==> src/rtl/uart_pkg.sv <==
// Shared types and helpers for the AXI-Stream UART TX arbiter.
package uart_pkg;

  typedef enum logic [1:0] {
    ARB_IDLE,
    ARB_HDR,
    ARB_XFER
  } uart_arb_state_t;

  localparam int unsigned ARB_MAX_CH = 16;

  // Round-robin successor of idx among n requesters.
  function automatic int unsigned rr_next(input int unsigned idx, input int unsigned n);
    return (idx + 1 >= n) ? 0 : idx + 1;
  endfunction

endpackage

==> src/rtl/rr_arbiter.sv <==
// Combinational round-robin pick: first requester at or after ptr, wrapping.
module rr_arbiter #(
  parameter int unsigned N    = 4,
  parameter int unsigned IdxW = (N > 1) ? $clog2(N) : 1
) (
  input  logic [N-1:0]    req,
  input  logic [IdxW-1:0] ptr,
  output logic [N-1:0]    gnt,
  output logic [IdxW-1:0] idx
);

  always_comb begin
    int unsigned k;
    logic        found;
    gnt   = '0;
    idx   = '0;
    found = 1'b0;
    k     = 0;
    for (int unsigned i = 0; i < N; i++) begin
      k = 32'(ptr) + i;
      if (k >= N) k = k - N;
      if (!found && req[k]) begin
        found  = 1'b1;
        gnt[k] = 1'b1;
        idx    = k[IdxW-1:0];
      end
    end
  end

endmodule

==> src/rtl/axis_uart_tx_arbiter.sv <==
// Packet-granular round-robin arbiter sharing one UART TX AXI-Stream among NUM_CH sources.
// Define AXIS_UART_ARB_HDR_EN to prefix each grant with a channel-index header byte.
module axis_uart_tx_arbiter
  import uart_pkg::*;
#(
  parameter int unsigned NUM_CH     = 4,
  parameter int unsigned DATA_WIDTH = 8,
  parameter int unsigned MAX_BURST  = 64
) (
  input  logic                         clk_i,
  input  logic                         rst_i,
  input  logic [NUM_CH*DATA_WIDTH-1:0] s_tdata_i,
  input  logic [NUM_CH-1:0]            s_tvalid_i,
  input  logic [NUM_CH-1:0]            s_tlast_i,
  output logic [NUM_CH-1:0]            s_tready_o,
  output logic [DATA_WIDTH-1:0]        m_tdata_o,
  output logic                         m_tvalid_o,
  output logic                         m_tlast_o,
  input  logic                         m_tready_i,
  output logic [NUM_CH-1:0]            grant_o,
  output logic                         burst_cut_o
);

  localparam int unsigned IdxW = (NUM_CH > 1) ? $clog2(NUM_CH) : 1;
  localparam int unsigned CntW = $clog2(MAX_BURST + 1);
  localparam logic [CntW-1:0] CapVal = CntW'(MAX_BURST - 1);

  uart_arb_state_t   state_q, state_d;
  logic [IdxW-1:0]   ptr_q, ptr_d;
  logic [IdxW-1:0]   gidx_q, gidx_d;
  logic [NUM_CH-1:0] grant_q, grant_d;
  logic [CntW-1:0]   cnt_q, cnt_d;

  logic [NUM_CH-1:0] pick_gnt;
  logic [IdxW-1:0]   pick_idx;

  logic              g_valid;
  logic              g_last;
  logic              g_hs;
  logic              at_cap;

  rr_arbiter #(
    .N    (NUM_CH),
    .IdxW (IdxW)
  ) u_rr (
    .req (s_tvalid_i),
    .ptr (ptr_q),
    .gnt (pick_gnt),
    .idx (pick_idx)
  );

  assign grant_o = grant_q;

  always_comb begin
    state_d     = state_q;
    ptr_d       = ptr_q;
    gidx_d      = gidx_q;
    grant_d     = grant_q;
    cnt_d       = cnt_q;
    s_tready_o  = '0;
    m_tdata_o   = '0;
    m_tvalid_o  = 1'b0;
    m_tlast_o   = 1'b0;
    burst_cut_o = 1'b0;
    g_valid     = 1'b0;
    g_last      = 1'b0;
    g_hs        = 1'b0;
    at_cap      = 1'b0;

    unique case (state_q)
      ARB_IDLE: begin
        if (|s_tvalid_i) begin
          gidx_d  = pick_idx;
          grant_d = pick_gnt;
          ptr_d   = IdxW'(rr_next(32'(pick_idx), NUM_CH));
          cnt_d   = '0;
`ifdef AXIS_UART_ARB_HDR_EN
          state_d = ARB_HDR;
`else
          state_d = ARB_XFER;
`endif
        end
      end

`ifdef AXIS_UART_ARB_HDR_EN
      ARB_HDR: begin
        m_tvalid_o = 1'b1;
        m_tdata_o  = DATA_WIDTH'(gidx_q);
        if (m_tready_i) state_d = ARB_XFER;
      end
`endif

      ARB_XFER: begin
        g_valid                = s_tvalid_i[gidx_q];
        g_last                 = s_tlast_i[gidx_q];
        at_cap                 = (cnt_q == CapVal);
        g_hs                   = g_valid && m_tready_i;
        m_tdata_o              = s_tdata_i[gidx_q*DATA_WIDTH +: DATA_WIDTH];
        m_tvalid_o             = g_valid;
        m_tlast_o              = g_last || at_cap;
        s_tready_o[gidx_q]     = m_tready_i;
        if (g_hs) begin
          if (g_last || at_cap) begin
            state_d     = ARB_IDLE;
            cnt_d       = '0;
            grant_d     = '0;
            // tlast on the cap beat is a normal release, not a forced one
            burst_cut_o = !g_last;
          end else begin
            cnt_d = cnt_q + CntW'(1);
          end
        end
      end

      default: begin
        state_d = ARB_IDLE;
        grant_d = '0;
        cnt_d   = '0;
      end
    endcase
  end

  always_ff @(posedge clk_i) begin
    if (rst_i) begin
      state_q <= ARB_IDLE;
      ptr_q   <= '0;
      gidx_q  <= '0;
      grant_q <= '0;
      cnt_q   <= '0;
    end else begin
      state_q <= state_d;
      ptr_q   <= ptr_d;
      gidx_q  <= gidx_d;
      grant_q <= grant_d;
      cnt_q   <= cnt_d;
    end
  end

endmodule
==> config.mk <==
export PLATFORM = sky130hd
export DESIGN_NAME = axis_uart_tx_arbiter
export DESIGN_NICKNAME = d
export VERILOG_FILES = /design/src/rtl/uart_pkg.sv /design/src/rtl/rr_arbiter.sv /design/src/rtl/axis_uart_tx_arbiter.sv
export SDC_FILE = /design/constraint.sdc
export NUM_CORES = 1
export LEC_CHECK = 0
export CAP_MARGIN = 40
export CORE_ASPECT_RATIO = 0.8
export CORE_UTILIZATION = 45
export CTS_CLUSTER_SIZE = 12
export DETAILED_ROUTE_END_ITERATION = 7
export GPL_TIMING_DRIVEN = 0
export PLACE_DENSITY = 0.85
export SYNTH_ARGS = -nofsm -noshare
export SYNTH_HDL_FRONTEND = slang
export SYNTH_HIERARCHICAL = 1
export SYNTH_SLANG_ARGS = --single-unit
==> constraint.sdc <==
create_clock -name clk_i -period 5.02 [get_ports clk_i]
set_clock_uncertainty 0.15 [all_clocks]
set_input_delay 0.502 -clock clk_i [delete_from_list [all_inputs] [get_ports clk_i]]
set_output_delay 0.502 -clock clk_i [all_outputs]
set_load 0.005 [all_outputs]
Word-level counts from Yosys, hierarchy flattened. Cells that the tools add are included.

Register bits: 17. Bits of input ports: 43. Output and inout bits: 19. Word-level logic and storage cells: 115.

Add/sub/neg operators: 9. Order comparisons: 15. Eq/ne operators: 5. Shifts and indexed selects: 1. Muxes and demuxes: 57. Bitwise operators: 4. Reductions and logical operators: 19.

Operator list (count): greater-or-equal comparator 32 x 1 -> 1 bit (second input constant) (4); less-than comparator 32 x 3 -> 1 bit (second input constant) (4); 2-to-1 mux 32 bit (4); greater-or-equal comparator 32 x 3 -> 1 bit (second input constant) (3); subtractor 32 x 3 -> 32 bit (second input constant) (3); 2-to-1 mux 4 bit (8); indexed part select 32 x 6 -> 8 bit (1); 2-to-1 mux 7 bit (3); 2-to-1 mux 1 bit (19); 2-to-1 mux 2 bit (8); case mux 7 bit (2 select lines) (1); binary-select mux 1 bit (select 2 bit) (6); OR 4 bit (3); demux 1 bit (select 2 bit) (5); logical AND 1 bit (9); 2-to-1 mux 8 bit (1); case mux 4 bit (2 select lines) (1); adder 7 x 1 -> 7 bit (second input constant) (1); equality test 7 x 6 -> 1 bit (second input constant) (1); adder 2 x 1 -> 3 bit (second input constant) (2); adder 2 x 2 -> 3 bit (second input constant) (2); inequality test 2 bit (second input constant) (3); AND 4 bit (1); zero test 1 bit (4); 12 further kinds (13).

Longest topological paths before layout. Gate-level depths: netlist of run 1.

Depth after elaboration: 17. Gate-level depth with buffers: 11. Gate-level depth less buffers: 10.

Cells and area by module. The synthesis of run 1 kept the hierarchy.

By module, submodules not included: axis_uart_tx_arbiter (instances 1, cells each 112, area each 1062.3 µm², sequential area each 320.3 µm²); rr_arbiter (instances 1, cells each 51, area each 478.0 µm², sequential area each 0.0 µm²).

Worst setup path after synthesis of run 1. OpenSTA, ideal clock, no wires.

Kind: register -> register. Start point: register ptr_q[1]. End point: register ptr_q[1]. Setup time: 0.131 ns. Data arrival time: 2.296 ns. Required time: 4.739 ns. Setup slack: 2.443 ns. Cell stages (with the launch flop): 10. Path buffers: 0. Period minus slack after synthesis: 2.577 ns. Cell sequence: dfxtp_1 inv_1 ha_1 mux4_2 nor2b_4 a221oi_2 o2bb2ai_1 ha_1 mux2i_1 nor2_1.

Longest elaborated chain between the ends: 17. Elaborated cells on any way between the ends: 39. Classes of those cells: add/sub: 8; order compare: 5; mux: 20; reduce/logical: 6.

RTL lines: start: declaration (RTL line axis_uart_tx_arbiter.sv:29) `logic [IdxW-1:0] ptr_q, ptr_d;`; start signal: assignment (RTL line axis_uart_tx_arbiter.sv:132) `ptr_q <= ptr_d;`; branches (longest 13 deep; another with subtractor 32 x 3 -> 32 bit); 2-to-1 mux 2 bit (*) (RTL line rr_arbiter.sv:22) `if (!found && req[k]) begin`; named net pick_idx[1] (RTL line axis_uart_tx_arbiter.sv:35) `logic [IdxW-1:0] pick_idx;`; adder 2 x 1 -> 3 bit (*) (RTL line uart_pkg.sv:14) `return (idx + 1 >= n) ? 0 : idx + 1;`; greater-or-equal comparator 3 bit (RTL line uart_pkg.sv:14); 2-to-1 mux 2 bit (*) (RTL line uart_pkg.sv:14).

Mark *: on every way through the listed nets, which the timed path passes. The select of a mux whose other input is x is not followed. A chain may end at the register's enable or synchronous reset.

Worst setup path in the final report of run 1.
Start point: input port s_tvalid_i[3]. End point: output port burst_cut_o.

Longest elaborated chain between the ends: 5.

RTL lines: start: declaration (RTL line axis_uart_tx_arbiter.sv:13) `input logic [NUM_CH-1:0] s_tvalid_i,`; binary-select mux 1 bit (select 2 bit) (RTL line axis_uart_tx_arbiter.sv:94) `g_valid = s_tvalid_i[gidx_q];`; 2-to-1 mux 1 bit (not written as such) (RTL line axis_uart_tx_arbiter.sv:94); logical AND 1 bit (RTL line axis_uart_tx_arbiter.sv:97) `g_hs = g_valid && m_tready_i;`; 2-to-1 mux 1 bit (RTL line axis_uart_tx_arbiter.sv:102) `if (g_hs) begin`; 2-to-1 mux 1 bit (RTL line axis_uart_tx_arbiter.sv:70) `unique case (state_q)`; end: declaration (RTL line axis_uart_tx_arbiter.sv:21) `output logic burst_cut_o`.

Every way passes these cells. The select of a mux whose other input is x is not followed.

==> flow_summary.ini, run 1 <==
[status]
outcome = finished, final reports clean

[clocking]
cts_tree = yes
clockRootBuffer = clkbuf_8
clockBufferDepth = 2
number_of_buffers_added_by_the_clock_tree_synthesis_step = 3
cts.reportedPaths.clkPinSlew_ns = 0.06
postCtsSetupBuffers = 0
numClockSinks = 16
holdBufCountCts = 0
clk-insertion-delay-late_ns = 0.25
cts_htree_levels = 1
postCtsResizedCells = 0

[worst_setup_path]
critical_path.cell_chain = clkdlybuf4s50_1 -> mux2i_1 -> o22a_1 -> nor3_1 -> clkdlybuf4s50_1
crit_path_end_kind = output port
crit_top_cell = clkdlybuf4s50_1
crit_fanout = 10
critical_path.top_delay_family = buffers and inverters
total_buffers_and_inverters_traversed_by_the_critical_path = 2
critPathSlowestCell = clkdlybuf4s50_1
worstPathRequired_ns = 4.37
worst_setup_path_start_kind = input pin
cp_data_arrival_time_ns = 2.35
cpPeakStageDelay_ns = 0.67
rrSetupSlack_ns = 2.05
setup.worst_path.class = input pin to output port

[synth]
yosys.cell_types.count = 44
syn_area_per_cell_um2 = 9.449
synth_seq_cells = 16
cells_after_synthesis = 163
area_fraction_of_the_dominant_cell_type_after_synthesis = 0.2080
yosysWarningCount = 6
synth_ff_type = dfxtp_1
synthArstFlopShare = 0
netlist.top_cell.by_area = dfxtp_1
cell_area_after_synthesis_um2 = 1540
synth.net_count = 216
synth.area.top_cells = dfxtp_1 (21%), mux4_2 (19%), ha_1 (8.1%), nor2_1 (3.4%), and2_1 (3.2%)
synth_sequential_area_ratio = 0.2080
synth-edff-count = 0

[timing]
final_hold_violation_count = 0
setup_total_negative_slack_ns = 0
worstMarginPinSlew_ns = 0.6642
max_freq_ghz = 0.3330
timing.max_slew.rel_slack = 0.5556
grt_setup_unrepaired = false
timing.final.crit_share = 0.5982
setup_viol = 0
finalWorstPathRequiredPeriod_ns = 3.003
hold_ws_ns = 0.3279
timing.final.ws_setup_ns = 2.017
timing_max_transition_violations_final = 0

[global_routing]
grt_pass1_vias = 1352
grt_pass1_wl_mm = 5.920
grt_usage = 0.2109
grt_max_degree = 12
antenna_found_initial = 0
gr_ovfl_total = 0

[floorplanning]
ios = 62
die_x_um = 67.41
initial_core_util = 0.4850
die-height_um = 54.33
floorplan.core_area_um2 = 3176
std_cell_rows = 18
die_area_um2 = 3662

[final_layout]
number_of_inserted_diodes = 0
fin_nets = 282
fillCellCount = 260
finish.cell_count_without_fillers = 268
areaGrowthSynthToFinish_pct = 46.47
layout.cells.most_common_list = clkdlybuf4s50_1 (61), dfxtp_1 (16), nor2_1 (14), mux4_2 (13), nand2_1 (11)
sequential_cell_area_um2 = 320.3
layout_cell_share_with_drive_strength_beyond_1 = 0.1404
finalCoreUtilization = 0.7104
layout_commonest_cell = clkdlybuf4s50_1
multiInputGateArea_um2 = 1155
finish.instance_area_um2 = 2256

[drt]
ant_nets = 0
routed-via-count = 1541
drtIter0Drc = 43
routed_wirelength_mm = 4.038
first_pass_iters = 4
drcViolationCount = 0
via_per_inst = 5.750
avgRoutedWirePerCell_um = 15.07

[placed_design]
port-buffer-count = 61
dp_worst_setup_slack_ns = 2.002
gpl.final_weighted_congestion = 0.8106
instance_count_after_placement_with_tap_cells_included = 264
dp.final_hpwl_mm = 3.175
placedInstanceArea_um2 = 2201

[power]
p_leak_nw = 0.8168
worst_ir_drop_vdd_mv = 0.2650
p_total_uw = 886.8
power-per-cell-area_nw_per_um2 = 393.1

[run]
max_cap_violations = 0

[min_path]
timing.hold.worst.class = flop to flop
==> metal layers <==
metal | global-route usage | vias to the layer above | wire length [um]
li1 | - | 756 | -
met1 | 0.2526 | 728 | 1819
met4 | 0.01773 | 0 | 0
met5 | 0 | - | 0
met2 | 0.3767 | 57 | 1801
met3 | 0.07708 | 0 | 416
==> state kept, by name, summed over array words and instances, names as in the netlist <==
name / cells
cnt_q: 7
grant_o: 4
gidx_q: 2
ptr_q: 2
state_q: 1
==> Yosys cell counts (5+ instances only) <==
master / count
nor3_1: 5
inv_1: 5
nor2_1: 14
mux2i_1: 5
nand3_1: 6
nand2_1: 11
o21ai_0: 6
and2_1: 8
dfxtp_1: 16
mux4_2: 13
nor2b_1: 6
o2bb2ai_1: 5
ha_1: 10
==> final timing paths <==
| path | depth (start not counted) | end | start |
|---|---|---|---|
| worst min register to register | 1 | cnt_q[6] | cnt_q[6] |
| worst min-delay path | 1 | cnt_q[6] | cnt_q[6] |
| worst max register to register | 10 | ptr_q[0] | ptr_q[1] |
| worst max-delay path | 5 | burst_cut_o | s_tvalid_i[3] |
==> cells by family (layout without fill, tap and decap cells) <==
family	count (synthesis)	in the layout	share of synthesized area
AOI/OAI and AO/OA	35	35	0.1657
xor gates and xnor gates	1	1	0.005687
adders and majority gates	10	10	0.08123
buffers and inverters	14	79	0.04224
DFF	16	16	0.2080
muxes	19	19	0.2299
and+or+nand+nor	68	68	0.2673
==> cell type report <==
| cell class | count | area share |
|---|---|---|
| plain buffers | 8 | 0.01886 |
| clock buffers | 4 | 0.02440 |
| inverters | 6 | 0.009983 |
| multi-input cells | 133 | 0.5119 |
| flip-flops and latches | 16 | 0.1420 |
| well taps | 40 | 0.02219 |
| repair buffers | 61 | 0.2707 |
==> report_power, final <==
part	internal [mW]	leakage (nW)	switching, mW
Sequential	0.151	0.131	0.0271
Clock	0.0697	0.0288	0.0469
Combinational	0.312	0.657	0.280
Total	0.533	0.817	0.354
Note: power is estimated with default switching activity, not from simulation.
==> run 2, diff against run 1 <==
--- a/config.mk
+++ b/config.mk
@@ -7,11 +7,11 @@
 export LEC_CHECK = 0
 export CAP_MARGIN = 40
 export CORE_ASPECT_RATIO = 0.8
-export CORE_UTILIZATION = 45
+export CORE_UTILIZATION = 39
 export CTS_CLUSTER_SIZE = 12
 export DETAILED_ROUTE_END_ITERATION = 7
 export GPL_TIMING_DRIVEN = 0
-export PLACE_DENSITY = 0.85
+export PLACE_DENSITY = 0.78
 export SYNTH_ARGS = -nofsm -noshare
 export SYNTH_HDL_FRONTEND = slang
 export SYNTH_HIERARCHICAL = 1
==> constraint.sdc (replaced) <==
create_clock -name clk_i -period 2.7 [get_ports clk_i]
set_clock_uncertainty 0.15 [all_clocks]
set_input_delay 0.27 -clock clk_i [delete_from_list [all_inputs] [get_ports clk_i]]
set_output_delay 0.27 -clock clk_i [all_outputs]
set_load 0.005 [all_outputs]
==> run 2 against run 1 <==
Die area increased by 15%. Final cell count increased by 7.1%. Sequential share of layout area decreased by 0.25 points. Count of clock-buffer cells in the layout unchanged. Utilization decreased by 8.9 points. Total power increased by 100%. Largest cell class unchanged. Routed wire length increased by 1.5%. Critical path depth increased by 5. Via count increased by 0.65%. Clock power increased by 85%.
==> flow_summary.ini, run 2 (synthesized netlist as in run 1, its figures left out) <==
[drt]
routed-via-count = 1551
via_per_inst = 5.404
routed_wirelength_mm = 4.097
drtIter0Drc = 69
drcViolationCount = 0
avgRoutedWirePerCell_um = 14.28
ant_nets = 0
first_pass_iters = 4

[clocking]
cts.reportedPaths.clkPinSlew_ns = 0.07
cts_tree = yes
cts_htree_levels = 1
clk-insertion-delay-late_ns = 0.26
numClockSinks = 16
number_of_buffers_added_by_the_clock_tree_synthesis_step = 3
clockBufferDepth = 2
clockRootBuffer = clkbuf_8

[final_layout]
areaGrowthSynthToFinish_pct = 52.56
number_of_inserted_diodes = 0
largest_reg_by_ff_count = cnt_q
layout_cell_share_with_drive_strength_beyond_1 = 0.1853
layout_commonest_cell = clkdlybuf4s50_1
finish.instance_area_um2 = 2350
finalCoreUtilization = 0.6219
largest_register_ff_count = 7
fin_nets = 286
layout.cells.most_common_list = clkdlybuf4s50_1 (60), nor2_1 (14), dfxtp_1 (14), mux4_2 (13), nand2_1 (11)

[min_path]
timing.hold.worst.class = flop to flop

[global_routing]
gr_ovfl_total = 0
grt_pass1_wl_mm = 6.706
grt_usage = 0.2023
grt_max_degree = 12
antenna_found_initial = 0
grt_pass1_vias = 1399

[power]
power-per-cell-area_nw_per_um2 = 757.6
p_total_mw = 1.780
p_leak_nw = 0.8526
worst_ir_drop_vdd_mv = 0.3472

[placed_design]
dp.final_hpwl_mm = 3.062
gpl.final_weighted_congestion = 0.8304
port-buffer-count = 61
placedInstanceArea_um2 = 2220

[timing]
max_freq_ghz = 0.3870
timing_max_transition_violations_final = 0
hold_ws_ns = 0.3347
finalWorstPathRequiredPeriod_ns = 2.584
setup_total_negative_slack_ns = 0
timing.final.crit_share = 0.9570
final_hold_violation_count = 0
setup_viol = 0
worstMarginPinSlew_ns = 0.6195
grt_setup_unrepaired = true
timing.max_slew.rel_slack = 0.5855

[worst_setup_path]
crit_path_end_kind = flop
setup.worst_path.class = flop to flop
crit_fanout = 9
critical_path.top_delay_family = adder cells
critical_path.cell_chain = buf_8 -> clkinvlp_4 -> ha_4 -> mux4_2 -> nor2b_4 -> a221oi_2 -> o2bb2ai_2 -> ha_1 -> mux2i_1 -> nor2_1
cp_data_arrival_time_ns = 2.56
worst_setup_path_start_kind = flop
critPathSlowestCell = mux4_2
worstPathRequired_ns = 2.68
cpPeakStageDelay_ns = 0.41
total_buffers_and_inverters_traversed_by_the_critical_path = 2

[floorplanning]
die-height_um = 58.21
floorplan.core_area_um2 = 3779
std_cell_rows = 20
ios = 62
die_area_um2 = 4206
die_x_um = 72.26
initial_core_util = 0.4076

[status]
outcome = finished, final reports clean

[run]
max_cap_violations = 0
-- run 2: changes by cell type in the layout (fill, tap and decap cells not counted), sizes merged --
cell / before / now
clkdlybuf4s50: 61 / 60
clkbuf: 6 / 8
buf: 6 / 8
dlymetal6s2s: 0 / 1
inv: 6 / 5
clkinvlp: 0 / 1
-- run 2: path summary, 6_finish.rpt --
| kind | slack (ns) | end | from | depth (start not counted) |
|---|---|---|---|---|
| worst min-delay path | 0.33 | grant_o[1] | grant_o[1] | 1 |
| worst min register to register | 0.33 | grant_o[1] | grant_o[1] | 1 |
| worst max-delay path | 0.12 | ptr_q[1] | ptr_q[0] | 10 |
| worst max register to register | 0.12 | ptr_q[1] | ptr_q[0] | 10 |
-- run 2: report_power, final --
group / switching, mW / leakage [nW] / internal, mW / total (mW)
registers: 0.0524 / 0.132 / 0.289 / 0.341
logic: 0.560 / 0.692 / 0.662 / 1.22
clock network: 0.0876 / 0.0288 / 0.130 / 0.217
total: 0.700 / 0.853 / 1.08 / 1.78
-- run 2: stage by stage --
| step | std cells | worst slack, ns |
|---|---|---|
| after floorplan | 163 | 0.1231 |
| after global placement | 279 | -0.2567 |
| after detailed placement | 279 | -0.3208 |
| after CTS | 285 | 0.02329 |
| after global routing | 287 | -0.03129 |
| final | 287 | 0.1161 |
-- run 2: timing repair --
| action | 4_1_cts | 5_1_grt |
|---|---|---|
| cloned | 0 | 0 |
| pin swaps | 0 | 2 |
| endpoints found under the setup margin | 3 | 10 |
| gates resized for setup | 4 | 9 |
| setup buffers | 2 | 2 |
| hold buffers | 0 | 0 |
-- run 2: final cells by class --
cell class                      count  area (um^2)
Timing Repair Buffer               65        643.1
Tap cell                           55        68.82
Multi-Input combinational cell    133         1179
Clock buffer                        4        55.05
Fill cell                         339         1429
Buffer                              8        50.05
Inverter                            6        26.28
Sequential cell                    16        327.8
-- run 2: metal layers --
metal | vias up | wire length (um) | GRT usage
met1 | 719 | 1912 | 0.2816
met4 | 0 | 27 | 0.02521
met3 | 4 | 409 | 0.06261
li1 | 766 | - | -
met2 | 62 | 1748 | 0.3178
met5 | - | 0 | 0
==> run 3, diff against run 2 <==
--- a/config.mk
+++ b/config.mk
@@ -12,6 +12,7 @@
 export DETAILED_ROUTE_END_ITERATION = 7
 export GPL_TIMING_DRIVEN = 0
 export PLACE_DENSITY = 0.78
+export REMOVE_ABC_BUFFERS = 1
 export SYNTH_ARGS = -nofsm -noshare
 export SYNTH_HDL_FRONTEND = slang
 export SYNTH_HIERARCHICAL = 1
==> run 3 against run 2 <==
Global-route usage down 1.7 points. Die area unchanged. Setup slack better by 0.041 ns. Largest cell class unchanged. Final cell count down 2.8%. Count of clock-buffer cells in the layout unchanged. Hold slack worse by 0.015 ns. Critical endpoint unchanged. Sequential share of layout area up 0.61 points. Via count down 0.32%.
==> flow_summary.ini, run 3 (synthesized netlist as in run 1, its figures left out) <==
[clocking]
clockBufferDepth = 2
cts.reportedPaths.clkPinSlew_ns = 0.07
clockRootBuffer = clkbuf_8
holdBufCountCts = 0
cts_htree_levels = 1
number_of_buffers_added_by_the_clock_tree_synthesis_step = 3
numClockSinks = 16
clk-insertion-delay-late_ns = 0.25
cts_tree = yes

[power]
p_leak_nw = 0.8141
power-per-cell-area_nw_per_um2 = 742.0
worst_ir_drop_vdd_mv = 0.3829

[placed_design]
dp.final_hpwl_mm = 2.911
instance_count_after_placement_with_tap_cells_included = 271
gpl.final_weighted_congestion = 0.8357
dp_worst_setup_slack_ns = -0.3540
port-buffer-count = 61
placedInstanceArea_um2 = 2177

[timing]
finalWorstPathRequiredPeriod_ns = 2.543
timing.final.crit_share = 0.9419
timing_max_transition_violations_final = 0
worstMarginPinSlew_ns = 0.6171
final_hold_violation_count = 0
setup_viol = 0
hold_ws_ns = 0.3195
max_freq_ghz = 0.3932
timing.final.ws_setup_ns = 0.1568
timing.max_slew.rel_slack = 0.5871

[final_layout]
areaGrowthSynthToFinish_pct = 48.98
finish.cell_count_without_fillers = 279
finalCoreUtilization = 0.6073
fin_nets = 278
number_of_inserted_diodes = 0
largest_register_ff_count = 7
layout_commonest_cell = clkdlybuf4s50_1
finish.instance_area_um2 = 2295
layout.cells.most_common_list = clkdlybuf4s50_1 (61), nor2_1 (14), mux4_2 (13), nand2_1 (11), dfxtp_1 (11)
layout_cell_share_with_drive_strength_beyond_1 = 0.1696
largest_reg_by_ff_count = cnt_q

[floorplanning]
floorplan.core_area_um2 = 3779
initial_core_util = 0.4076
die-height_um = 58.21
die_x_um = 72.26
die_area_um2 = 4206
std_cell_rows = 20
ios = 62

[drt]
routed-via-count = 1546
ant_nets = 0
drcViolationCount = 0
routed_wirelength_mm = 3.904
avgRoutedWirePerCell_um = 13.99
first_pass_iters = 4
drtIter0Drc = 41
via_per_inst = 5.541

[status]
outcome = finished, final reports clean

[global_routing]
antenna_found_initial = 0
grt_usage = 0.1855
grt_pass1_wl_mm = 6.099
grt_max_degree = 18
grt_pass1_vias = 1340
gr_ovfl_total = 0

[worst_setup_path]
crit_fanout = 11
worst_setup_path_start_kind = flop
cp_data_arrival_time_ns = 2.52
worstPathRequired_ns = 2.68
setup.worst_path.class = flop to flop
crit_path_end_kind = flop

[run]
max_cap_violations = 0

[min_path]
timing.hold.worst.class = flop to flop
==> run 3: routing by layer <==
layer | GRT usage | vias to the layer above | share of wire
li1 | - | 743 | -
met1 | 0.2392 | 736 | 0.45
met2 | 0.3084 | 63 | 0.45
met3 | 0.05391 | 4 | 0.10
met4 | 0.04202 | 0 | 0.0054
met5 | 0 | - | 0
==> run 3: critical path: stages, from the launching register on <==
cell,delay (ns)
dfxtp_4,0.42
inv_1,0.15
ha_4,0.34
mux4_2,0.40
a211oi_1,0.35
o2bb2ai_2,0.13
ha_1,0.28
mux2i_1,0.14
nor2_1,0.05
==> run 3: through the flow <==
step / power [mW] / TNS [ns]
floorplan: 1.063 / 0
global placement: 1.372 / -1.040
detailed placement: 1.384 / -0.9331
CTS: 1.630 / 0
global route: 1.851 / -0.05054
finish: 1.703 / 0
==> run 3: what timing repair did <==
action,4_1_cts,5_1_grt
resized for setup,6,5
setup endpoints to repair,10,4
buffers inserted,1,3
==> run 3: area by class of cell <==
type | count | area (um^2)
clock buffer | 4 | 55.05
tap | 55 | 68.82
timing repair buffer | 65 | 640.6
sequential | 16 | 334.1
inverter | 6 | 22.52
fill | 320 | 1484
multi-input combinational | 133 | 1174
==> run 3: path summary, 6_finish.rpt <==
| check | cells past startpoint | to | slack [ns] | from |
|---|---|---|---|---|
| hold / removal | 1 | cnt_q[6] | 0.32 | cnt_q[6] |
| setup / recovery | 8 | ptr_q[1] | 0.16 | ptr_q[1] |
| setup reg to reg | 8 | ptr_q[1] | 0.16 | ptr_q[1] |
| hold reg to reg | 1 | cnt_q[6] | 0.32 | cnt_q[6] |
==> run 3: where the power goes <==
part	internal, mW	total (mW)	leakage, nW	switching (mW)
clock	0.129	0.210	0.0288	0.0809
sequential	0.294	0.395	0.133	0.101
combinational	0.614	1.10	0.652	0.484
total	1.04	1.70	0.814	0.666
